`src/rtl/deser_queue_gen.sv`:
```
// deser_queue_gen: bit-serial deserializer feeding a DEPTH-entry circular word queue.
// Define DESER_PARITY_EN to add a trailing even-parity bit check per word.
module deser_queue_gen #(
  parameter int WORD_W    = 8,
  parameter int DEPTH     = 8,
  parameter int MSB_FIRST = 1
) (
  input  logic                         clock_1MHz,
  input  logic                         rst,
  input  logic                         data_in,
  input  logic                         write_in,
  input  logic                         dequeue_in,
  output logic                         status_out,
  output logic [WORD_W-1:0]            data_out,
  output logic [$clog2(DEPTH+1)-1:0]   len_out,
  output logic                         full_out,
  output logic                         empty_out,
  output logic                         overflow_out
`ifdef DESER_PARITY_EN
  ,
  output logic                         parity_err_out
`endif
);

  localparam int CW = $clog2(WORD_W);
  localparam int PW = $clog2(DEPTH);
  localparam int LW = $clog2(DEPTH+1);

  typedef enum logic [1:0] {
    COLLECT,
`ifdef DESER_PARITY_EN
    PARITY,
`endif
    PUSH,
    WAIT_SPACE
  } state_t;

  state_t            state, state_nxt;
  logic              write_q, deq_q;
  logic              write_edge, deq_edge;
  logic [WORD_W-1:0] shreg;
  logic [CW-1:0]     bit_cnt;
  logic              last_bit;
  logic              do_shift, do_push, do_pop;
  logic [WORD_W-1:0] mem [DEPTH];
  logic [PW-1:0]     wr_ptr, rd_ptr;
  logic [LW-1:0]     count;
`ifdef DESER_PARITY_EN
  logic              par_fail;
`endif

  // Edge copies reset high so strobes held across reset release are ignored.
  assign write_edge = write_in & ~write_q;
  assign deq_edge   = dequeue_in & ~deq_q;
  assign last_bit   = (bit_cnt == CW'(WORD_W-1));

  assign full_out   = (count == LW'(DEPTH));
  assign empty_out  = (count == '0);
  assign len_out    = count;
  assign data_out   = empty_out ? '0 : mem[rd_ptr];
  assign status_out = (state != PUSH) && (state != WAIT_SPACE);
  assign do_pop     = deq_edge && !empty_out;

  always_ff @(posedge clock_1MHz) begin
    if (rst) state <= COLLECT;
    else     state <= state_nxt;
  end

  always_comb begin
    state_nxt = state;
    do_shift  = 1'b0;
    do_push   = 1'b0;
`ifdef DESER_PARITY_EN
    par_fail  = 1'b0;
`endif
    case (state)
      COLLECT: begin
        if (write_edge) begin
          do_shift = 1'b1;
`ifdef DESER_PARITY_EN
          if (last_bit) state_nxt = PARITY;
`else
          if (last_bit) state_nxt = PUSH;
`endif
        end
      end
`ifdef DESER_PARITY_EN
      PARITY: begin
        if (write_edge) begin
          if (^{shreg, data_in}) begin
            par_fail  = 1'b1;
            state_nxt = COLLECT;
          end else begin
            state_nxt = PUSH;
          end
        end
      end
`endif
      PUSH: begin
        if (full_out) begin
          state_nxt = WAIT_SPACE;
        end else begin
          do_push   = 1'b1;
          state_nxt = COLLECT;
        end
      end
      WAIT_SPACE: begin
        if (!full_out) begin
          do_push   = 1'b1;
          state_nxt = COLLECT;
        end
      end
      default: state_nxt = COLLECT;
    endcase
  end

  always_ff @(posedge clock_1MHz) begin
    if (rst) begin
      write_q      <= 1'b1;
      deq_q        <= 1'b1;
      shreg        <= '0;
      bit_cnt      <= '0;
      wr_ptr       <= '0;
      rd_ptr       <= '0;
      count        <= '0;
      overflow_out <= 1'b0;
`ifdef DESER_PARITY_EN
      parity_err_out <= 1'b0;
`endif
    end else begin
      write_q <= write_in;
      deq_q   <= dequeue_in;
      if (do_shift) begin
        shreg   <= (MSB_FIRST != 0) ? {shreg[WORD_W-2:0], data_in}
                                    : {data_in, shreg[WORD_W-1:1]};
        bit_cnt <= last_bit ? '0 : bit_cnt + 1'b1;
      end
      if (write_edge && !status_out) overflow_out <= 1'b1;
`ifdef DESER_PARITY_EN
      if (par_fail) parity_err_out <= 1'b1;
`endif
      if (do_push) wr_ptr <= wr_ptr + 1'b1;
      if (do_pop)  rd_ptr <= rd_ptr + 1'b1;
      case ({do_push, do_pop})
        2'b10:   count <= count + 1'b1;
        2'b01:   count <= count - 1'b1;
        default: count <= count;
      endcase
    end
  end

  always_ff @(posedge clock_1MHz) begin
    if (do_push) mem[wr_ptr] <= shreg;
  end

endmodule

```
`config.mk`:
```
export PLATFORM = sky130hd
export DESIGN_NAME = deser_queue_gen
export DESIGN_NICKNAME = d
export VERILOG_FILES = /design/src/rtl/deser_queue_gen.sv
export SDC_FILE = /design/constraint.sdc
export NUM_CORES = 1
export LEC_CHECK = 0
export ABC_CLOCK_PERIOD_IN_PS = 2550
export CAP_MARGIN = 40
export CORE_ASPECT_RATIO = 1.75
export CORE_MARGIN = 8
export CORE_UTILIZATION = 35
export DETAILED_ROUTE_END_ITERATION = 7
export MAX_ROUTING_LAYER = met4
export SKIP_LAST_GASP = 1
export SLEW_MARGIN = 25
export SYNTH_ARGS = -nofsm -noshare
export SYNTH_HDL_FRONTEND = slang
export SYNTH_SLANG_ARGS = --single-unit
export TNS_END_PERCENT = 100
```
`constraint.sdc`:
```
create_clock -name clock_1MHz -period 2.55 [get_ports clock_1MHz]
set_input_delay 0.51 -clock clock_1MHz [delete_from_list [all_inputs] [get_ports clock_1MHz]]
set_output_delay 0.51 -clock clock_1MHz [all_outputs]
set_load 0.02 [all_outputs]
```
==> impl_metrics.ini, run 1 <==
[yosys]
synthDistinctLibCells = 39
avgSynthCellArea_sq_um = 14.9
synth_edf_count = 64
syn_nets = 267
ys_ff_latch = 93
yosysSeqAreaShare_pct = 66.8
synth_top_flop_cell = edfxtp_1
async_reset_ff_share_pct = 0
netlist_instances = 252
syn_area_sq_um = 3750
yosys_warnings = 0

[clocking]
htreeDepth = 3
clk_pin_slew_worst_paths_ps = 60
cts_tree = yes
clock_sinks = 93
post_cts_buffers = 0
cts_buffer_depth = 2
root_buffer = clkbuf_16
clock_latency_ps = 330
numCtsBuffers = 9
ctsHoldBuffers = 0

[final_layout]
stdcell_area_sq_um = 4560
final_cell_mix = edfxtp_1, dfxtp_1, nor2_1
final_common_cell = edfxtp_1
area_growth_pct = 21.7
stdcell_count = 427
multi_input_area_sq_um = 1160
drive_gt1_share_pct = 21.2
fillCellCount = 970
diodes = 0
num-nets-final = 307
seq_area_sq_um = 2510
post-route-util_pct = 43.1

[grt]
grt_pass1_wl_mm = 11.1
overflow = 0
grt_pass1_vias = 2126
antenna_found_initial = 0
track_usage_pct = 10.4
grt_max_degree = 17

[placed_design]
globalplace.congestion = 0.741
port_buffers = 20
place_area_sq_um = 4230
place_hpwl_mm = 4.65
place_inst = 410

[floorplan]
io_pins = 21
fp.dieW_um = 94.2
coreArea_sq_um = 10600
dieHeight_um = 153
start_util_pct = 35.5
num_rows = 50
die_area_sq_um = 14400

[detailed_routing]
drt_first_iter_violations = 91
wl_mm = 6.96
ant_nets = 0
vias = 2081
drcViolationCount = 0
wire_per_inst_um = 16.3
drtPass1Iterations = 4
via_per_inst = 4.87

[min_path]
hold_depth = 2
min_to = bit_cnt[2]
hp-class = reg -> reg
min_from = bit_cnt[2]

[worst_setup_path]
path_class = reg -> out
r2r_start = len_out[0]
reg2reg_to = len_out[2]
endpoint_kind = output port
required_ps = 2040
ff2ff_path_depth = 9
arrival_ps = 1950
crit_path_max_fanout = 8
rrSetupSlack_ps = 210
crit_path_start_kind = register

[power]
cellPowerDensity_nw_per_um2 = 655
total_power_w = 0.00298
peakVddDrop_uv = 363
power_leakage_nw = 1.56

[sta]
finalCriticalPeriod_ps = 2460
drv_slew = 0
rsz0062_at_grt = false
fmax_mhz = 406
worstMarginPinSlew_ps = 572
max_slew_margin_pct = 61.7
fin_worst_skew_ps = 5.45
hold_violations = 0
hold_ws_ps = 466
fin_crit_sh_pct = 96.5
setup_viol = 0

[status]
status = finished, final reports clean

[run]
drv_cap = 0
==> worst max path at each step <==
stage,start,endpoint,slack (ps),cells after the start
floorplan,len_out[1],len_out[2],30,11
global placement,dequeue_in,len_out[2],40,9
detailed placement,dequeue_in,len_out[2],10,9
CTS,register,data_out[1],-10,5
global route,register,data_out[1],10,5
finish,register,data_out[1],90,5
==> sequential cells by signal, indices dropped and copies added (netlist names), named ones only <==
| register | flops |
|---|---|
| mem | 64 |
| wr_ptr | 3 |
| overflow_out | 1 |
| bit_cnt | 3 |
| shreg | 8 |
| state | 2 |
| rd_ptr | 3 |
| len_out | 4 |
| write_q | 1 |
| deq_q | 1 |
==> per-layer routing <==
layer  share of wire, %  GRT usage [%]  vias to the layer above
li1                   -              -                     1015
met1                 39           11.2                     1020
met2                 55           17.3                       37
met3                3.7           2.50                        9
met4                1.7           4.64                        0
met5                  0              -                        -
==> through the flow <==
step                      setup slack, ps  setup TNS, ps
after floorplan                      29.1              0
after global placement               41.4              0
after detailed placement             13.3              0
after CTS                           -12.2          -12.2
after global routing                 12.2              0
final                                89.8              0
==> cell type report <==
type	instances	share of cell area [%]
Tap cell	130	3.57
Clock buffer	10	5.02
Timing Repair Buffer	42	8.78
Sequential cell	93	55.0
Inverter	4	0.439
Multi-Input combinational cell	142	25.5
Clock inverter	6	1.70
==> where the power goes <==
part	internal (W)	switching [W]	leakage [nW]
clock network	0.000848	0.000513	0.151
registers	0.00160	0.00000285	0.827
logic	0.0000107	0.0000145	0.583
total	0.00245	0.000530	1.56
==> synthesized netlist by cell type, types with 2 or more instances <==
master    count  area (sq um)
or2_2         2          12.5
buf_2         3          15.0
xnor2_1       2          17.5
o21ai_0       2          10.0
dfxtp_1      29           581
nor2_1       24          90.1
xor2_1        5          43.8
nor3_1        6          30.0
nor2b_1       2          12.5
nor3b_1       3          22.5
ha_1         10           125
mux4_2       16           360
nand2_1      21          78.8
edfxtp_1     64          1920
mux2i_1      10           100
nand2_2       2          12.5
inv_1         3          11.3
buf_6         2          22.5
buf_1         2          7.51
nand3_1       3          15.0
nor4_1        2          12.5
a21oi_1      16          80.1
nand2b_1      3          18.8
clkbuf_1      5          18.8
==> kinds of logic (layout without fill, tap and decap cells) <==
logic type               Yosys count  in the layout  synth area share, %
buffers and inverters             17             62                 2.44
AND/OR/NAND/NOR                   74             74                 9.55
adder cells (fa/ha/maj)           10             10                 3.34
flip-flops                        93             93                 66.8
multiplexers                      27             27                 12.6
XOR/XNOR                           7              7                 1.64
AO/OA/AOI/OAI                     24             24                 3.71
==> critical path: stages (launching register included) <==
cell and delay [ps]:
dfxtp_4 380, buf_12 150, mux4_2 510, mux2i_2 200, nor2_1 60, dlygate4sd2_1 320
==> timing repair <==
item	in CTS	in global routing
endpoints found under the setup margin	8	2
cloned	0	1
resized for setup	8	4
Power figures use the tool's default switching activity.
==> inputs of run 2 (changes only) <==
- CAP_MARGIN: 40 -> 5
- GPL_TIMING_DRIVEN: not set -> 0
- SETUP_SLACK_MARGIN: not set -> 0.1
==> run 2 against run 1 <==
Against the previous run: via count up 0.62%; non-clock buffer count down 3; sequential share of layout area down 0.19 points; first-iteration DRC count up 33%; die area unchanged; critical endpoint is now len_out[2]; fmax up 0.45%; clock-buffer cell count up 2; global-route usage up 0.32 points; worst setup slack better by 11 ps.
==> impl_metrics.ini, run 2 (synthesized netlist as in run 1, its figures left out) <==
[floorplan]
io_pins = 21
coreArea_sq_um = 10600
die_area_sq_um = 14400
fp.dieW_um = 94.2
dieHeight_um = 153
num_rows = 50
start_util_pct = 35.5

[power]
power.clock.fraction_pct = 46.7
swShare_pct = 17.6
seq_power_share_pct = 52.4
power.internal_w = 0.00252
switchingPower_w = 0.000536
power_frac_comb_pct = 0.8
power_leakage_nw = 1.52
peakVddDrop_uv = 364
cellPowerDensity_nw_per_um2 = 668

[grt]
grt_use_met3_pct = 2.75
grt_max_degree = 15
grt_pass1_vias = 2136
gr-usage-met2_pct = 17.4
antenna_found_initial = 0
grt_pass1_wl_mm = 11.2
track_usage_pct = 10.7
use_met1_pct = 11.7
busiest_layer = met2
overflow = 0

[worst_setup_path]
cp.depth = 11
path_cells = buf_6, or4b_4, buf_8, nand2_8, ha_4, xor2_1, ha_2, a21oi_2, xor2_1, or3_1, a21oi_2
endpoint_kind = register
path_class = reg -> reg
crit_path_start_kind = register
cp_slowest_stage_delay_ps = 520
required_ps = 2820
cpMaxStageDelayCell = or4b_4
crit_path_max_fanout = 8
cp_top_family = simple AND/OR/NAND/NOR gates
crit_buf_inv = 2
arrival_ps = 2720
rrSetupSlack_ps = 100
ff2ff_path_depth = 11
r2r_start = len_out[1]
reg2reg_to = len_out[2]

[sta]
fin_crit_sh_pct = 96.0
fmax_mhz = 408
rsz0062_at_grt = true
finalCriticalPeriod_ps = 2450
setup_viol = 0
worstMarginPinSlew_ps = 916
max_slew_margin_pct = 38.7
hold_ws_ps = 475
fin_worst_skew_ps = 3.78
hold_violations = 0
fin_ws_ps = 101
drv_slew = 0
fin_setup_tns_ps = 0

[status]
status = finished, final reports clean

[detailed_routing]
wl_mm = 7.13
drtPass1Iterations = 4
vias = 2094
drcViolationCount = 0
wire_per_inst_um = 16.8
via_per_inst = 4.94
drt_first_iter_violations = 121
ant_nets = 0

[final_layout]
final_common_cell = edfxtp_1
num-nets-final = 304
largest_reg_flops = 64
largest-register = mem
diodes = 0
stdcell_area_sq_um = 4570
drive_gt1_share_pct = 25.5
area_growth_pct = 21.9
final_cell_mix = edfxtp_1, dfxtp_1, nor2_1

[clocking]
root_buffer = clkbuf_16
clk_pin_slew_worst_paths_ps = 60
ctsHoldBuffers = 0
clock_latency_ps = 330
numCtsBuffers = 9
cts_buffer_depth = 2
htreeDepth = 3
clock_sinks = 93
cts_tree = yes

[placed_design]
globalplace.congestion = 0.744
place_hpwl_mm = 4.74
port_buffers = 19
pre_cts_ws_ps = -445
place_area_sq_um = 4160

[run]
drv_cap = 0

[min_path]
min_from = bit_cnt[2]
hp-class = reg -> reg
hold_depth = 2
min_to = bit_cnt[2]
run 2: cell type report:
cell class | count | area [sq um]
Inverter | 4 | 20.0
Clock buffer | 12 | 256
Multi-Input combinational cell | 142 | 1230
Buffer | 13 | 104
Fill cell | 928 | 6000
Sequential cell | 93 | 2500
Tap cell | 130 | 163
Clock inverter | 4 | 70.1
Timing Repair Buffer | 26 | 219
run 2: through the flow:
step	power [W]	std cells	utilization [%]
global route	0.00315	424	43.2
finish	0.00305	424	43.2
CTS	0.00308	421	42.9
floorplan	0.00165	252	-
detailed placement	0.00166	403	39.3
global placement	0.00166	401	39.0
run 2: routing by layer:
metal  up-vias  wire length, um  share of wire [%]
met2        40             3780                 53
met5         -                0                  0
li1       1013                -                  -
met4         0              114                1.6
met1      1033             3030                 42
met3         8              202                2.8
run 2: worst max-delay path by stage:
stage	endpoint	slack, ps	start
2_1_floorplan	len_out[2]	130	len_out[1]
3_3_place_gp	len_out[2]	-380	dequeue_in
3_5_place_dp	len_out[2]	-450	dequeue_in
4_1_cts	data_out[1]	-6	register
5_1_grt	len_out[2]	3	len_out[1]
6_report	len_out[2]	100	len_out[1]
run 2: power by group through the flow:
stage / Clock [W] / Combinational [W] / Sequential, W
2_1_floorplan: 0 / 0.0000151 / 0.00163
3_3_place_gp: 0 / 0.0000257 / 0.00163
3_5_place_dp: 0 / 0.0000262 / 0.00163
4_1_cts: 0.00145 / 0.0000263 / 0.00160
5_1_grt: 0.00152 / 0.0000290 / 0.00160
6_report: 0.00143 / 0.0000255 / 0.00160
run 2: what timing repair did:
item,CTS,global route
resized for setup,39,12
setup endpoints to repair,12,8
buffers inserted,2,2
gates cloned,0,1
pin swaps,0,1
run 2: worst reg2reg max path: stages (launching register included):
cell and delay (ps):
dfxtp_1 320, buf_6 130, or4b_4 520, buf_8 160
nand2_8 80, ha_4 160, xor2_1 170, ha_2 210
a21oi_2 40, xor2_1 150, or3_1 330, a21oi_2 140
==> inputs of run 3 (changes only) <==
- CORE_UTILIZATION: 35 -> 53
- PLACE_DENSITY: not set -> 0.75
==> run 3 against run 2 <==
Against the previous run: fmax grew 0.53%; worst setup slack improved by 13 ps; via count is 0.38% higher; largest power group unchanged.
==> impl_metrics.ini, run 3 (synthesized netlist as in run 1, its figures left out) <==
[status]
status = finished, final reports clean

[floorplan]
start_util_pct = 54.7
die_area_sq_um = 10100
num_rows = 40
io_pins = 21
dieHeight_um = 127
fp.dieW_um = 79.6
coreArea_sq_um = 6860

[final_layout]
final_cell_mix = edfxtp_1, dfxtp_1, nor2_1
stdcell_count = 375
num-nets-final = 301
diodes = 0
drive_gt1_share_pct = 24.1
area_growth_pct = 18.7
largest-register = mem
largest_reg_flops = 64
final_common_cell = edfxtp_1

[sta]
fin_ws_ps = 114
rsz0062_at_grt = true
drv_slew = 0
hold_ws_ps = 477
finalCriticalPeriod_ps = 2440
setup_viol = 0
max_slew_margin_pct = 41.2
hold_violations = 0
fin_crit_sh_pct = 95.5
worstMarginPinSlew_ps = 879
fin_worst_skew_ps = 4.58
fmax_mhz = 410

[detailed_routing]
vias = 2102
wire_per_inst_um = 18.8
ant_nets = 0
drt_first_iter_violations = 131
drtPass1Iterations = 5
via_per_inst = 5.61
wl_mm = 7.06
drcViolationCount = 0

[worst_setup_path]
arrival_ps = 2700
rrSetupSlack_ps = 110
path_class = reg -> reg
crit_path_max_fanout = 8
crit_path_start_kind = register
required_ps = 2810
endpoint_kind = register

[grt]
grt_pass1_wl_mm = 11.0
track_usage_pct = 14.9
grt_pass1_vias = 2142
grt_max_degree = 15
antenna_found_initial = 0
overflow = 0

[clocking]
htreeDepth = 3
clock_sinks = 93
root_buffer = clkbuf_16
clk_pin_slew_worst_paths_ps = 60
numCtsBuffers = 9
cts_tree = yes
clock_latency_ps = 340
cts_buffer_depth = 2
ctsHoldBuffers = 0

[power]
power_leakage_nw = 1.49
cellPowerDensity_nw_per_um2 = 657
peakVddDrop_uv = 475
total_power_w = 0.00293

[min_path]
hp-class = reg -> reg

[placed_design]
pre_cts_ws_ps = -423
port_buffers = 19
place_inst = 356
globalplace.congestion = 0.735
place_hpwl_mm = 4.74

[run]
drv_cap = 0
-- run 3: cell types whose count changed in the layout (fill, tap and decap cells not counted) --
cell            change
dfxtp_2             +1
a21oi_1             +2
buf_4               -1
clkbuf_8            -1
buf_2               +1
buf_8               -1
clkinvlp_4          +1
dfxtp_1             -1
clkbuf_1            +1
dlymetal6s2s_1      +1
a21oi_2             -2
clkbuf_2            -2
bufinv_16           -1
dlygate4sd2_1       -1
-- run 3: worst paths after layout --
path,start,to,cells after the start
worst max-delay path,len_out[1],len_out[2],11
worst max register to register,len_out[1],len_out[2],11
worst min-delay path,bit_cnt[2],bit_cnt[2],2
worst min register to register,bit_cnt[2],bit_cnt[2],2
-- run 3: report_power, final --
group	switching, W	internal [W]	total, W
logic	0.0000165	0.00000999	0.0000265
registers	0.00000344	0.00160	0.00160
clock network	0.000515	0.000783	0.00130
total	0.000535	0.00239	0.00293
-- run 3: worst max-delay path: stages (launching register included) --
cell     delay (ps)
dfxtp_1         320
buf_6           130
or4b_4          510
buf_6           160
nand2_8         110
ha_4            180
xor2_1          150
ha_1            160
a21oi_1          50
xor2_1          150
or3_1           310
a21oi_1         140
-- run 3: area by class of cell --
class,instances,area (sq um)
Fill cell,488,2410
Timing Repair Buffer,23,203
Clock buffer,12,246
Tap cell,84,105
Sequential cell,93,2500
Inverter,4,20.0
Buffer,13,96.3
Clock inverter,4,47.5
Multi-Input combinational cell,142,1230
-- run 3: metrics by stage --
stage | util [%] | TNS [ps] | cell area, sq um
floorplan | - | 0 | 3770
global placement | 59.2 | -4710 | 4060
detailed placement | 59.7 | -1770 | 4100
CTS | 64.7 | -196 | 4440
global route | 64.9 | 0 | 4450
finish | 64.9 | 0 | 4450
-- run 3: layer usage --
layer / wire length (um) / share of wire, % / track usage (%) / vias up
met4: 170 / 2.4 / 8.23 / 0
met3: 183 / 2.6 / 3.09 / 14
met1: 2900 / 41 / 15.2 / 1046
met5: 0 / 0 / - / -
met2: 3800 / 54 / 25.7 / 39
li1: - / - / - / 1003
-- run 3: what timing repair did --
action | 4_1_cts | 5_1_grt
endpoints found under the setup margin | 12 | 12
resized for setup | 31 | 19
gates cloned | 0 | 1
setup buffers | 2 | 0
endpoints found under the hold margin | 0 | 0
